[src/rtl/hypot_sched.sv]
// hypot_sched: shared iterative hypotenuse engine with a two-requester
// round-robin front end.
//
// A granted X/Y pair is squared and summed into a 2W+2-bit radicand. The
// engine then extracts floor(sqrt(radicand)) with a restoring digit-by-digit
// square root, one root bit per cycle, and returns the root plus the
// requester id on a valid/ready response port.
//
// Ports
//   clk, rst_n            clock, asynchronous active-low reset
//   req_valid[1:0]        per-requester request valid
//   req_ready[1:0]        per-requester accept (at most one high, IDLE only)
//   req_x0/req_y0         operands, requester 0
//   req_x1/req_y1         operands, requester 1
//   rsp_valid/rsp_ready   response handshake
//   rsp_root              floor(sqrt(X^2+Y^2)), W+1 bits
//   rsp_exact             radicand is a perfect square
//   rsp_id                requester that issued the result
//   busy                  engine is not IDLE

// Per-requester slice: decides whether this port is the one being accepted
// and presents its operand pair.
module hypot_sched_port #(
  parameter int W   = 8,
  parameter int IDX = 0
) (
  input  logic           idle_i,
  input  logic           valid_i,
  input  logic           gnt_id_i,
  input  logic [W-1:0]   x_i,
  input  logic [W-1:0]   y_i,
  output logic           ready_o,
  output logic [2*W-1:0] op_o
);
  assign ready_o = idle_i & valid_i & (gnt_id_i == 1'(IDX));
  assign op_o    = {x_i, y_i};
endmodule

module hypot_sched #(
  parameter int W = 8
) (
  input  logic         clk,
  input  logic         rst_n,
  input  logic [1:0]   req_valid,
  output logic [1:0]   req_ready,
  input  logic [W-1:0] req_x0,
  input  logic [W-1:0] req_y0,
  input  logic [W-1:0] req_x1,
  input  logic [W-1:0] req_y1,
  output logic         rsp_valid,
  input  logic         rsp_ready,
  output logic [W:0]   rsp_root,
  output logic         rsp_exact,
  output logic         rsp_id,
  output logic         busy
);
  localparam int NUM_REQ = 2;
  localparam int RW      = 2*W + 2;   // radicand
  localparam int MW      = W + 3;     // stored remainder
  localparam int TW      = W + 5;     // shifted remainder / trial compare
  localparam int CW      = $clog2(W + 1);

  typedef enum logic [1:0] {S_IDLE, S_SQUARE, S_ITER, S_DONE} state_t;

  typedef struct packed {
    logic [W-1:0] x;
    logic [W-1:0] y;
  } op_t;

  state_t          state_q, state_d;
  logic            ptr_q, ptr_d;
  logic            id_q, id_d;
  op_t             op_q, op_d;
  logic [RW-1:0]   rad_q, rad_d;
  logic [MW-1:0]   rem_q, rem_d;
  logic [W:0]      root_q, root_d;
  logic [CW-1:0]   cnt_q, cnt_d;

  logic                            idle;
  logic                            gnt_id;
  logic                            accept;
  logic [NUM_REQ-1:0][W-1:0]       xs, ys;
  logic [NUM_REQ-1:0][2*W-1:0]     ops;
  op_t                             op_sel;
  logic [TW-1:0]                   rem_sh;
  logic [TW-1:0]                   trial;

  assign idle = (state_q == S_IDLE);
  assign xs   = {req_x1, req_x0};
  assign ys   = {req_y1, req_y0};

  // Round robin: the pointer-selected requester wins if it is asking,
  // otherwise the other one. Ready is only raised for a valid grantee.
  assign gnt_id = req_valid[ptr_q] ? ptr_q : ~ptr_q;

  for (genvar i = 0; i < NUM_REQ; i++) begin : g_port
    hypot_sched_port #(.W(W), .IDX(i)) u_port (
      .idle_i   (idle),
      .valid_i  (req_valid[i]),
      .gnt_id_i (gnt_id),
      .x_i      (xs[i]),
      .y_i      (ys[i]),
      .ready_o  (req_ready[i]),
      .op_o     (ops[i])
    );
  end

  assign accept = |(req_valid & req_ready);
  assign op_sel = op_t'(ops[gnt_id]);

  // One restoring-sqrt step: bring down the next two radicand bits and
  // test against 4*root+1. The shifted remainder needs two extra bits
  // beyond the stored remainder before the subtract brings it back down.
  assign rem_sh = {rem_q, rad_q[RW-1 -: 2]};
  assign trial  = {2'b00, root_q, 2'b01};

  always_comb begin
    state_d = state_q;
    ptr_d   = ptr_q;
    id_d    = id_q;
    op_d    = op_q;
    rad_d   = rad_q;
    rem_d   = rem_q;
    root_d  = root_q;
    cnt_d   = cnt_q;
    unique case (state_q)
      S_IDLE: begin
        if (accept) begin
          op_d    = op_sel;
          id_d    = gnt_id;
          ptr_d   = ~gnt_id;
          state_d = S_SQUARE;
        end
      end
      S_SQUARE: begin
        rad_d   = RW'(op_q.x) * RW'(op_q.x) + RW'(op_q.y) * RW'(op_q.y);
        rem_d   = '0;
        root_d  = '0;
        cnt_d   = CW'(W);
        state_d = S_ITER;
      end
      S_ITER: begin
        if (rem_sh >= trial) begin
          rem_d  = MW'(rem_sh - trial);
          root_d = {root_q[W-1:0], 1'b1};
        end else begin
          rem_d  = MW'(rem_sh);
          root_d = {root_q[W-1:0], 1'b0};
        end
        rad_d = {rad_q[RW-3:0], 2'b00};
        cnt_d = cnt_q - CW'(1);
        if (cnt_q == '0) state_d = S_DONE;
      end
      S_DONE: begin
        if (rsp_ready) state_d = S_IDLE;
      end
      default: state_d = S_IDLE;
    endcase
  end

  always_ff @(posedge clk or negedge rst_n) begin
    if (!rst_n) begin
      state_q <= S_IDLE;
      ptr_q   <= 1'b0;
      id_q    <= 1'b0;
      op_q    <= '0;
      rad_q   <= '0;
      rem_q   <= '0;
      root_q  <= '0;
      cnt_q   <= '0;
    end else begin
      state_q <= state_d;
      ptr_q   <= ptr_d;
      id_q    <= id_d;
      op_q    <= op_d;
      rad_q   <= rad_d;
      rem_q   <= rem_d;
      root_q  <= root_d;
      cnt_q   <= cnt_d;
    end
  end

  // root/rem are frozen in DONE, so the response holds under backpressure.
  assign rsp_valid = (state_q == S_DONE);
  assign rsp_root  = root_q;
  assign rsp_exact = (state_q == S_DONE) && (rem_q == '0);
  assign rsp_id    = id_q;
  assign busy      = !idle;

endmodule

[config.mk]
export PLATFORM = sky130hd
export DESIGN_NAME = hypot_sched
export DESIGN_NICKNAME = d
export VERILOG_FILES = /design/src/rtl/hypot_sched.sv
export SDC_FILE = /design/constraint.sdc
export NUM_CORES = 1
export LEC_CHECK = 0
export BUFFER_PORTS_ARGS = -buffer_cell sky130_fd_sc_hd__buf_2
export CORE_MARGIN = 2
export CORE_UTILIZATION = 35
export DETAILED_ROUTE_END_ITERATION = 8
export GPL_ROUTABILITY_DRIVEN = 0
export PLACE_DENSITY = 0.55
export RECOVER_POWER = 50
export SKIP_LAST_GASP = 1
export SYNTH_ARGS = -nofsm -noshare
export SYNTH_HDL_FRONTEND = slang
export SYNTH_SLANG_ARGS = --single-unit
[constraint.sdc]
create_clock -name clk -period 5.3 [get_ports clk]
set_clock_uncertainty 0.1 [all_clocks]
set_input_delay 0.265 -clock clk [delete_from_list [all_inputs] [get_ports clk]]
set_output_delay 0.265 -clock clk [all_outputs]
set_load 0.005 [all_outputs]
### Word-level counts from Yosys, hierarchy flattened

Index checks and enable logic that the tools add are counted.

| storage, ports and cells | value |
|---|---|
| input bits | 37 |
| output and inout port bits | 15 |
| logic and storage cells | 54 |
| bits in registers | 62 |

| cells by class | value |
|---|---|
| reductions and logical operators | 9 |
| $mul | 2 |
| bitwise operators | 7 |
| equal/unequal tests | 6 |
| muxes and demuxes | 15 |
| add/subtract/negate cells | 3 |
| order comparisons | 3 |

Operator list:

| kind | number |
|---|---|
| 18-bit case mux with 2 select lines | 1 |
| 8-bit by 8-bit multiplier with 16-bit output | 2 |
| 16-bit two-way mux | 2 |
| 11-bit case mux with 2 select lines | 1 |
| 9-bit case mux with 2 select lines | 1 |
| 16-bit by 16-bit adder with 17-bit output | 1 |
| 13-bit by 11-bit greater-or-equal comparator with 1-bit output | 1 |
| 11-bit logical NOT | 1 |
| 11-bit two-way mux | 1 |
| 11-bit subtractor | 1 |
| 2-bit case mux with 4 select lines | 1 |
| 4-bit case mux with 2 select lines | 1 |
| 2-bit two-way mux | 3 |
| 1-bit AND | 4 |
| 2-bit == test (second input constant) | 2 |
| 4-bit logical NOT | 1 |
| 1-bit by 2-bit < comparator with 1-bit output (second input constant) | 2 |
| 1-bit two-way mux | 4 |
| 2-bit inequality test (second input constant) | 2 |
| 4-bit by 1-bit subtractor with 4-bit output (second input constant) | 1 |
| 3-bit AND reduction | 1 |
| 2-bit AND | 1 |
| 2-bit by 1-bit == test with 1-bit output (second input constant) | 1 |
| 2-bit logical NOT | 1 |
| other kinds (7) | 8 |

### Logic depth before layout (Yosys ltp)

Gate-level depths: netlist of the first run.

| depth | value |
|---|---|
| depth in word-level cells | 9 |
| mapped depth | 21 |
| mapped depth without buffers | 20 |

### Hierarchy

From an unflattened synthesis of the first run, not the netlist that was laid out.

| unflattened totals | value |
|---|---|
| cells, all modules | 766 |
| area, all modules | 7141.8 sq um |

Modules (own cells, without submodules):

| module | seq. area each (sq um) | cells each | area an instance (sq um) | instances |
|---|---|---|---|---|
| hypot_sched | 1551.5 | 732 | 6886.6 | 1 |
| hypot_sched_port (g_port[0].u_port) | 0.0 | 17 | 128.9 | 1 |
| hypot_sched_port (g_port[1].u_port) | 0.0 | 17 | 126.4 | 1 |

### Least setup slack after synthesis of the first run

No wires, ideal clock.

| path | value |
|---|---|
| kind | reg-to-reg |
| start | reg op_q[12] (netlist name) |
| end | reg rad_q[14] |
| buffers on the path | 1 |
| data arrival time | 5312 ps |
| clock period less this slack | 5536 ps |
| cell stages (with the launch flop) | 19 |
| slack | -236 ps |
| cell sequence | dfrtp_1 clkbuf_1 nand2_1 fa_1 fa_1 inv_1 fa_1 fa_1 fa_1 inv_1 fa_1 inv_1 ha_1 a21oi_2 o211ai_2 a31oi_2 o221ai_2 mux2i_1 a211o_1 |

| on the way | value |
|---|---|
| word-level cells in the longest chain between the ends | 3 |

RTL lines:

| item | RTL line | source |
|---|---|---|
| start: declaration | 73 | `op_t op_q, op_d;` |
| start signal: assignment | 175 | `op_q <= op_d;` |
| 8-bit by 8-bit multiplier with 16-bit output | 136 | `rad_d = RW'(op_q.x) * RW'(op_q.x) + RW'(op_q.y) * RW'(op_q.y);` |
| 16-bit by 16-bit adder with 17-bit output | 136 |  |
| 18-bit case mux with 2 select lines | 126 | `unique case (state_q)` |
| end signal: assignment | 176 | `rad_q <= rad_d;` |
| end: declaration | 74 | `logic [RW-1:0] rad_q, rad_d;` |

Every way passes these cells.
A chain may end at the register's enable or synchronous reset.

### Worst setup path after layout of the first run

| path | value |
|---|---|
| start | reg op_q[11] (netlist name) |
| end | reg rad_q[14] |

The elaborated chain is that of the path after synthesis.

==> key figures, run 1 <==
Flow run
  – Number of max-capacitance violations reported: 1

Drt
  – Via count of the routed design: 5268
  – ANT nets after route: 0
  – Final routed wirelength across all metal layers: about 16000 um
  – Ratio of routed vias to standard cells: approximately 4.8
  – Routed len/inst: 14.5 um
  – DRC violation total after the first TritonRoute iteration: roughly 290
  – DRC errors left: 0
  – DRT Pass-1 Iters: 5

Run status
  – Violations in the final reports: capacitance limit, slew limit, setup timing
  – Status: complete, but fails checks

STA
  – Crit path setup slack, layout: -100 ps
  – Highest achievable clock rate: approximately 0.19 GHz
  – Final sum of negative setup slack: -204 ps
  – Final Cycle Share: 102%
  – Tightest slew margin relative to the limit: -142%
  – Clock period minus final worst setup slack: ~5400 ps
  – Count of endpoints failing hold in the final timing report: 0
  – Number of setup violations in the final report: 5
  – Pins Over Slew Limit: 63
  – Slew @ Worst Pin: between 3000 and 4000 ps
  – RSZ-0062 raised after global routing: yes

Finish
  – Fin cells: 1109
  – Number of diodes: 0
  – Fill cell total of the finished layout: between 1500 and 2000
  – Fraction of layout cells with a size suffix above 1: between 20% and 30%
  – Layout area overhead: 24.0%
  – Number of nets in the finished design: ~1000

Hold path
  – Classification of the worst-slack hold path: in -> reg

Critical path
  – Endpoint type of the worst setup path: flop
  – Maximum fanout count along the critical path: 4
  – Most common cell type on the critical path: fa_1
  – Buffers and inverters on the worst path: 6
  – Required time worst endpoint: 5420 ps
  – Setup CP Type: reg -> reg
  – CP top delay family: adder cells
  – Kind of launch point of the worst setup path: flop
  – Cell type of the slowest stage on the worst timing path: fa_2
  – CP arrival: around 5500 ps
  – Worst path cell trace: buf_6 -> and2_4 -> fa_1 -> inv_2 -> fa_2 -> inv_2 -> fa_1 -> fa_2 -> fa_1 -> inv_1 -> fa_1 -> inv_2 -> ha_4 -> buf_4 -> a31oi_4 -> o221ai_2 -> mux2i_1 -> a211o_1
  – Critical path's largest stage delay: between 500 and 600 ps

Synthesis
  – Most instantiated library cell after synthesis: inv_1
  – Post-Synthesis Cell Area: between 0.006 and 0.007 sq mm
  – Cell accounting for the most synthesized area: dfrtp_1
  – Count of different cell masters after synthesis: 63
  – Post-synthesis async set-or-reset flop share: 100%
  – Predominant post-synthesis flop cell: dfrtp_1
  – Syn_nets: slightly above 900
  – Number of cells produced by synthesis: between 700 and 800
  – Post-synth EDFFs: 0
  – Dominant cells by area after synthesis: dfrtp_1 (23%), fa_1 (22%), ha_1 (14%), inv_1 (7.8%), and2_1 (3.3%)
  – Number of flip-flops and latches in the synthesized netlist: 62
  – Portion of the post-synthesis area used by sequential elements: approximately 23%
  – Synthesized area per cell: roughly 9.5 sq um
  – Number of warnings reported in the yosys synthesis log: 0
  – Leading cell types by count after synthesis: inv_1 (143), fa_1 (76), ha_1 (75)
  – Share of Yosys cell area claimed by the top area cell type: a little under a quarter

Place
  – Estimated wirelength of the detail-placed design: about 12000 um
  – Number of placed cells counting well taps: 1062
  – Total of buffers placed on input and output ports: 51
  – Pre-CTS setup slack: -209 ps

Floorplan
  – Number of rows created at floorplan: 51
  – DIE WIDTH: roughly 140 um
  – Io pins: 52
  – Core box area: slightly below 0.02 sq mm
  – Initial Utilization: around 36%
  – Die H: approximately 140 um
  – Die area: 0.0208 sq mm

CTS
  – Clock tree from TritonCTS: built
  – Source-to-sink clock delay at the later pin of the worst-skew pair: approximately 340 ps
  – Maximum number of buffers from clock root to sink: 2
  – Max H-tree Level: 3
  – Hold-fix buffers at CTS: 0
  – TritonCTS Sinks: between 60 and 70
  – Total CTS buffers: 9
  – Clock transition time at the flip-flop clock pins of the worst setup and hold paths: 50 ps
  – Root cell of the clock tree: clkbuf_16

GRT
  – GR Overflow Total: 0
  – Vias in the first global route: 5618
  – Wire length of the first global-routing pass: 27300 um
  – Gr usage total: between 10% and 20%
  – Initial antenna violation count: 0
  – Maximum number of pins on one net before global-route repair: 63
==> cell type report <==
| cell class | count | area (sq um) | share of cell area [%] |
|---|---|---|---|
| Timing Repair Buffer | 136 | 923 | 10.8 |
| Multi-Input combinational cell | 488 | 4880 | 57.3 |
| Clock inverter | 5 | 52.6 | 0.617 |
| Clock buffer | 9 | 225 | 2.64 |
| Sequential cell | 62 | 1560 | 18.3 |
| Tap cell | 265 | 332 | 3.89 |
| Inverter | 144 | 541 | 6.34 |
==> logic make-up after synthesis <==
| group | after synthesis | share of synthesized area [%] |
|---|---|---|
| xor gates and xnor gates | 23 | 2.93 |
| AOI/OAI and AO/OA | 124 | 13.1 |
| DFF | 62 | 22.6 |
| adders and majority gates | 151 | 35.8 |
| muxes | 21 | 3.11 |
| buffers and inverters | 174 | 9.76 |
| and+or+nand+nor | 169 | 12.7 |
==> flip-flops by register name, indices dropped and copies added, names as in the netlist <==
register and flops:
ptr_q 1, state_q 2, op_q 16, cnt_q 4, rad_q 18, rem_q 11
rsp_id 1, rsp_root 9
==> worst reg2reg max path: stages, from the launching register on <==
cell      delay, ps
dfrtp_1         410
buf_6           140
and2_4          160
fa_1            540
inv_2            40
fa_2            560
inv_2            40
fa_1            520
fa_2            460
fa_1            550
inv_1            50
fa_1            490
inv_2            40
ha_4            210
buf_4           160
a31oi_4         300
o221ai_2        160
mux2i_1         130
a211o_1         220
==> timing repair <==
item | CTS | global route
pin swaps | 33 | 42
resized for setup | 17 | 49
buffers inserted | 21 | 12
endpoints found under the setup margin | 7 | 10
==> worst paths after layout <==
path,from,end,slack [ps],cells past startpoint
min reg2reg,rsp_id$_DFFE_PN0P_,rsp_id$_DFFE_PN0P_,370,1
min,req_y1[3],op_q[3]$_DFFE_PN0P_,70,3
max,op_q[11]$_DFFE_PN0P_,rad_q[14]$_DFFE_PN0P_,-100,18
max in group asynchronous,rst_n,op_q[5]$_DFFE_PN0P_,1600,2
max reg2reg,op_q[11]$_DFFE_PN0P_,rad_q[14]$_DFFE_PN0P_,-100,18
min in group asynchronous,rst_n,rsp_root[6]$_DFFE_PN0P_,1170,2
==> through the flow <==
stage	cell area, sq um	util, %	hold slack, ps
finish	8520	44.1	67.8
global route	8520	44.1	70.0
CTS	8280	42.8	47.9
detailed placement	7780	40.2	361
global placement	7780	40.2	356
floorplan	6940	-	-131
==> routing by layer <==
| metal | global-route usage, % | wire length [um] | up-vias |
|---|---|---|---|
| met5 | 0 | 0 | - |
| met4 | 5.11 | 290 | 0 |
| met3 | 1.99 | 377 | 18 |
| met2 | 28.2 | 7790 | 75 |
| met1 | 22.3 | 7590 | 2561 |
| li1 | - | - | 2614 |
==> layout by cell type, fill, tap and decap left out, drive strengths merged, types with 5 or more instances in the layout <==
master / netlist / routed
mux2i: 18 / 18
a21oi: 30 / 30
xnor2: 16 / 16
and2: 36 / 36
ha: 75 / 75
nor3: 8 / 8
dfrtp: 62 / 62
nor2: 27 / 27
fa: 76 / 76
o21ai: 30 / 30
clkbuf: 24 / 12
nor2b: 5 / 5
buf: 6 / 133
inv: 143 / 143
a21o: 8 / 8
o2bb2ai: 8 / 8
nand2: 46 / 46
nand3: 17 / 17
and3: 7 / 7
xor2: 7 / 7
nand3b: 5 / 5
a222oi: 14 / 14
Power of run 1 is left out: the tool's default activity adds up to more than one toggle a clock period on the data nets, which glitch-free logic cannot reach.
==> run 2, diff against run 1 <==
SETUP_SLACK_MARGIN = 0.2   (was unset)
==> key figures, run 2 (synthesis results as in run 1) <==
Run status
  – Status: complete, but fails checks
  – Violations in the final reports: capacitance limit, slew limit

Critical path
  – Worst flop-to-flop path endpoint: rad_q[13]$_DFFE_PN0P_
  – Worst path cell trace: buf_6 -> nand2_4 -> fa_2 -> fa_1 -> inv_1 -> fa_1 -> fa_1 -> fa_1 -> inv_2 -> fa_1 -> inv_2 -> ha_4 -> a21oi_4 -> o211ai_1 -> a22oi_2 -> a21oi_2 -> xnor2_1 -> o221ai_1
  – Flop-to-flop setup slack: 60 ps (+160 ps)
  – R2r startpoint: op_q[11]$_DFFE_PN0P_
  – Cell type of the slowest stage on the worst timing path: fa_1
  – Kind of launch point of the worst setup path: flop
  – Termination of the worst setup path: rad_q[13]$_DFFE_PN0P_
  – CP top delay family: adder cells
  – Setup CP Type: reg -> reg
  – Buffers and inverters on the worst path: 4 (-2)
  – Critical path depth in cells: 18 (unchanged)
  – Maximum fanout count along the critical path: 5 (+1)
  – Most common cell type on the critical path: fa_1
  – Critical Path Source: op_q[11]$_DFFE_PN0P_
  – Critical path's largest stage delay: 520 ps (-40 ps)
  – Logic depth of the worst register-to-register path: 18 (unchanged)
  – Endpoint type of the worst setup path: flop
  – Required time worst endpoint: 5390 ps (-30 ps)
  – CP arrival: 5340 ps (-180 ps)

STA
  – Count of endpoints failing hold in the final timing report: 0 (unchanged)
  – Highest achievable clock rate: 0.191 GHz (+3.0%)
  – Clock period minus final worst setup slack: 5240 ps (-156 ps)
  – Worst hold-check slack: 61.7 ps (-6.13 ps)
  – Final Cycle Share: 98.9% (-2.9 points)
  – Slew @ Worst Pin: 3620 ps (-16.5 ps)
  – Number of setup violations in the final report: 0 (-5)
  – RSZ-0062 raised after global routing: yes
  – Pins Over Slew Limit: 63 (unchanged)
  – Tightest slew margin relative to the limit: -141% (+1.1 points)
  – Crit path setup slack, layout: 56.4 ps (+156 ps)

GRT
  – Met2 track demand over resource in global routing: 27.3% (-0.88 points)
  – Met3 Track Usage GR: 1.89% (-0.099 points)
  – GR Overflow Total: 0 (unchanged)
  – Wire length of the first global-routing pass: 26400 um (-3.3%)
  – Met1 Resource Use GR: 22.1% (-0.23 points)
  – Initial antenna violation count: 0 (unchanged)
  – Maximum number of pins on one net before global-route repair: 63 (unchanged)
  – GRT busiest layer: met2
  – Vias in the first global route: 5222 (-7.0%)
  – Gr usage total: 16.2% (-0.42 points)

Finish
  – Fin cells: 1078 (-2.8%)
  – Register with the highest flop count: rad_q
  – Number of nets in the finished design: 997 (-3.1%)
  – Fraction of layout cells with a size suffix above 1: 23.1% (-2.3 points)
  – Most common library cell in the layout ignoring fill and taps: inv_1
  – Highest-count cells in the layout ignoring fill and taps: inv_1 (135), fa_1 (69), ha_1 (66), dfrtp_1 (52), buf_2 (48)
  – Registers with the most flip-flops: rad_q: 18 flops, op_q: 16 flops, rem_q: 11 flops
  – Layout area overhead: 21.3%
  – Flip-flop count of the largest register, all copies and words added: 18 (unchanged)
  – Number of diodes: 0 (unchanged)

Drt
  – ANT nets after route: 0 (unchanged)
  – DRT Pass-1 Iters: 5 (unchanged)
  – DRC errors left: 0 (unchanged)
  – Via count of the routed design: 5178 (-1.7%)
  – Routed len/inst: 14.7 um (+1.8%)
  – Ratio of routed vias to standard cells: 4.80 (+1.1%)
  – Final routed wirelength across all metal layers: 15900 um (-1.1%)
  – DRC violation total after the first TritonRoute iteration: 306 (+5.2%)

Floorplan
  – Io pins: 52 (unchanged)
  – Number of rows created at floorplan: 51 (unchanged)
  – Core box area: 0.0193 sq mm (unchanged)
  – Die area: 0.0208 sq mm (unchanged)
  – Die H: 144 um (unchanged)
  – DIE WIDTH: 144 um (unchanged)
  – Initial Utilization: 35.5% (unchanged)

CTS
  – Max H-tree Level: 3 (unchanged)
  – Total CTS buffers: 9 (unchanged)
  – Maximum number of buffers from clock root to sink: 2 (unchanged)
  – Source-to-sink clock delay at the later pin of the worst-skew pair: 340 ps (about the same)
  – Root cell of the clock tree: clkbuf_16
  – Clock tree from TritonCTS: built
  – Clock transition time at the flip-flop clock pins of the worst setup and hold paths: 60 ps (about the same)
  – Hold-fix buffers at CTS: 0 (unchanged)
  – TritonCTS Sinks: 62 (unchanged)

Hold path
  – Startpoint of the lowest-slack hold path: req_y0[5]
  – Classification of the worst-slack hold path: in -> reg

Place
  – Number of placed cells counting well taps: 1041 (-2.0%)
  – Estimated wirelength of the detail-placed design: 12300 um (-0.11%)
  – Total of buffers placed on input and output ports: 51 (unchanged)
  – Pre-CTS setup slack: -101 ps (+108 ps)

Flow run
  – Number of max-capacitance violations reported: 1 (unchanged)
==> run 2: layer usage <==
| metal | vias to the layer above | routed length [um] | part of all wire, % |
|---|---|---|---|
| li1 | 2554 | - | - |
| met1 | 2520 | 7630 | 48 |
| met2 | 91 | 7590 | 48 |
| met3 | 13 | 460 | 2.9 |
| met4 | 0 | 199 | 1.3 |
| met5 | - | 0 | 0 |
==> run 2: area by class of cell <==
type                       instances  area [sq um]
clock buffer                      12           256
sequential                        62          1560
clock inverter                     3          67.6
fill                            1875         11000
tap                              265           332
timing repair buffer             104           664
multi-input combinational        488          4910
inverter                         144           541
==> run 2: metrics by stage <==
step	util, %	TNS (ps)	cell area (sq um)
2_1_floorplan	-	0	7040
3_3_place_gp	39.7	-17.7	7680
3_5_place_dp	39.7	-240	7680
4_1_cts	42.3	0	8180
5_1_grt	43.1	-761	8330
6_report	43.1	0	8330
==> run 2: worst min-delay path, stage by stage <==
cell and delay (ps):
buf_2 70, a222oi_1 80, inv_1 50
==> run 2: how the worst min path moves through the flow <==
| stage | end | cells after the start |
|---|---|---|
| after floorplan | cnt_q[0]$_DFFE_PN0P_ | 0 |
| after global placement | rsp_id$_DFFE_PN0P_ | 1 |
| after detailed placement | rsp_id$_DFFE_PN0P_ | 1 |
| after CTS | op_q[6]$_DFFE_PN0P_ | 3 |
| after global routing | op_q[2]$_DFFE_PN0P_ | 3 |
| final | op_q[5]$_DFFE_PN0P_ | 3 |
==> run 2: repair_timing <==
item	CTS	global route
pin swaps	26	28
setup endpoints to repair	9	11
setup buffers	15	7
gates resized for setup	18	30
Power of run 2 is left out for the same reason.
==> run 3, diff against run 2 <==
PLACE_DENSITY = unset   (was 0.55)
==> key figures, run 3 (synthesis results as in run 1) <==
Run status
  – Status: complete, but fails checks
  – Violations in the final reports: capacitance limit, slew limit

STA
  – Crit path setup slack, layout: 77.5 ps (+21.1 ps)
  – RSZ-0062 raised after global routing: yes
  – Highest achievable clock rate: 0.191 GHz (+0.40%)
  – Number of setup violations in the final report: 0 (unchanged)
  – Slew @ Worst Pin: 3690 ps (+72.0 ps)
  – Clock period minus final worst setup slack: 5220 ps (-21.1 ps)
  – Pins Over Slew Limit: 63 (unchanged)
  – Final Cycle Share: 98.5% (-0.40 points)
  – Count of endpoints failing hold in the final timing report: 0 (unchanged)
  – Tightest slew margin relative to the limit: -146% (-4.8 points)

Critical path
  – Required time worst endpoint: 5400 ps (about the same)
  – Maximum fanout count along the critical path: 5 (unchanged)
  – Buffers and inverters on the worst path: 4 (unchanged)
  – Cell type of the slowest stage on the worst timing path: fa_2
  – CP arrival: 5330 ps (about the same)
  – CP top delay family: adder cells
  – Kind of launch point of the worst setup path: flop
  – Critical path's largest stage delay: 550 ps (+30 ps)
  – Flop-to-flop setup slack: 80 ps (+20 ps)
  – Setup CP Type: reg -> reg
  – Worst path cell trace: and2_4 -> fa_2 -> inv_2 -> fa_2 -> inv_1 -> fa_1 -> fa_2 -> fa_1 -> inv_1 -> fa_1 -> inv_2 -> ha_4 -> o2111a_1 -> a22oi_2 -> a21oi_2 -> xnor2_1 -> o221ai_1
  – Endpoint type of the worst setup path: flop

GRT
  – Maximum number of pins on one net before global-route repair: 63 (unchanged)
  – GR Overflow Total: 0 (unchanged)
  – Gr usage total: 15.7% (-0.48 points)
  – Wire length of the first global-routing pass: 25900 um (-1.9%)
  – Vias in the first global route: 5358 (+2.6%)
  – Initial antenna violation count: 0 (unchanged)

Floorplan
  – Number of rows created at floorplan: 51 (unchanged)
  – Initial Utilization: 35.5% (unchanged)
  – Die H: 144 um (unchanged)
  – Core box area: 0.0193 sq mm (unchanged)
  – Die area: 0.0208 sq mm (unchanged)
  – Io pins: 52 (unchanged)
  – DIE WIDTH: 144 um (unchanged)

CTS
  – Max H-tree Level: 3 (unchanged)
  – TritonCTS Sinks: 62 (unchanged)
  – Total CTS buffers: 9 (unchanged)
  – Source-to-sink clock delay at the later pin of the worst-skew pair: 340 ps (about the same)
  – Hold-fix buffers at CTS: 0 (unchanged)
  – Clock tree from TritonCTS: built
  – Maximum number of buffers from clock root to sink: 2 (unchanged)
  – Clock transition time at the flip-flop clock pins of the worst setup and hold paths: 60 ps (about the same)
  – Root cell of the clock tree: clkbuf_16

Finish
  – Fill cell total of the finished layout: 1866 (-0.48%)
  – Multi-input gate area in the final layout: 0.00492 sq mm (+0.28%)
  – Number of nets in the finished design: 988 (-0.90%)
  – Number of diodes: 0 (unchanged)
  – Flip-flop count of the largest register, all copies and words added: 18 (unchanged)
  – Registers with the most flip-flops: rad_q: 18 flops, op_q: 16 flops, rem_q: 11 flops
  – Fraction of layout cells with a size suffix above 1: 22.6% (-0.52 points)
  – Combined flip-flop and latch cell area: 0.00157 sq mm (+0.40%)
  – Most common library cell in the layout ignoring fill and taps: inv_1
  – Highest-count cells in the layout ignoring fill and taps: inv_1 (137), fa_1 (71), ha_1 (64), buf_2 (48), dfrtp_1 (47)
  – Layout area overhead: 20.4%
  – Register with the highest flop count: rad_q
  – Post-layout instance area: 0.00827 sq mm (-0.69%)

Drt
  – ANT nets after route: 0 (unchanged)
  – Routed len/inst: 13.8 um (-6.4%)
  – Via count of the routed design: 5157 (-0.41%)
  – Ratio of routed vias to standard cells: 4.82 (+0.34%)
  – DRT Pass-1 Iters: 5 (unchanged)
  – DRC errors left: 0 (unchanged)
  – DRC violation total after the first TritonRoute iteration: 367 (+20%)
  – Final routed wirelength across all metal layers: 14800 um (-7.1%)

Hold path
  – Classification of the worst-slack hold path: in -> reg

Place
  – Total of buffers placed on input and output ports: 51 (unchanged)
  – Estimated wirelength of the detail-placed design: 11600 um (-6.3%)
  – Post-detailed-placement cell area: 0.00769 sq mm (about the same)
  – Pre-CTS setup slack: -16.7 ps (+84.5 ps)

Flow run
  – Number of max-capacitance violations reported: 1 (unchanged)
[run 3: cell types whose count changed in the layout (fill, tap and decap cells not counted), sizes merged]
cell	previous run	this run
buf	100	91
clkinv	1	4
clkbuf	16	15
clkinvlp	1	0
[run 3: final cells by class]
type / count / share of cell area [%]
Clock inverter: 5 / 0.998
Clock buffer: 11 / 2.93
Sequential cell: 62 / 19.0
Tap cell: 265 / 4.01
Timing Repair Buffer: 95 / 7.08
Multi-Input combinational cell: 488 / 59.5
Inverter: 144 / 6.53
[run 3: per-layer routing]
metal,vias up,share of wire (%),GRT usage [%]
met5,-,0,0
met4,0,1.0,3.56
met3,10,2.4,2.12
met2,61,49,27.0
met1,2551,48,21.2
li1,2535,-,-
[run 3: metrics by stage]
step | util, % | TNS [ps] | std cells | hold WS [ps]
after floorplan | - | 0 | 724 | -131
after global placement | 39.8 | 0 | 1042 | 357
after detailed placement | 39.8 | -16.7 | 1042 | 360
after CTS | 42.0 | 0 | 1066 | 39.2
after global routing | 42.8 | -480 | 1070 | 63.5
final | 42.8 | 0 | 1070 | 52.2
[run 3: repair_timing]
item	in CTS	in global routing
pin swaps	13	16
endpoints found under the setup margin	9	11
buffers inserted	8	4
resized for setup	15	31
[run 3: worst paths after layout]
| path | start | end | cells after the start |
|---|---|---|---|
| worst max-delay path | op_q[13]$_DFFE_PN0P_ | rad_q[15]$_DFFE_PN0P_ | 17 |
| worst max register to register | op_q[13]$_DFFE_PN0P_ | rad_q[15]$_DFFE_PN0P_ | 17 |
| min in group asynchronous | rst_n | rsp_root[8]$_DFFE_PN0P_ | 2 |
| max in group asynchronous | rst_n | op_q[13]$_DFFE_PN0P_ | 2 |
| worst min-delay path | req_y1[4] | op_q[4]$_DFFE_PN0P_ | 3 |
| worst min register to register | rsp_id$_DFFE_PN0P_ | rsp_id$_DFFE_PN0P_ | 1 |
[run 3: worst min-delay path, stage by stage]
cell	delay, ps
buf_2	80
a222oi_1	70
inv_1	50
Power of run 3 is left out for the same reason.
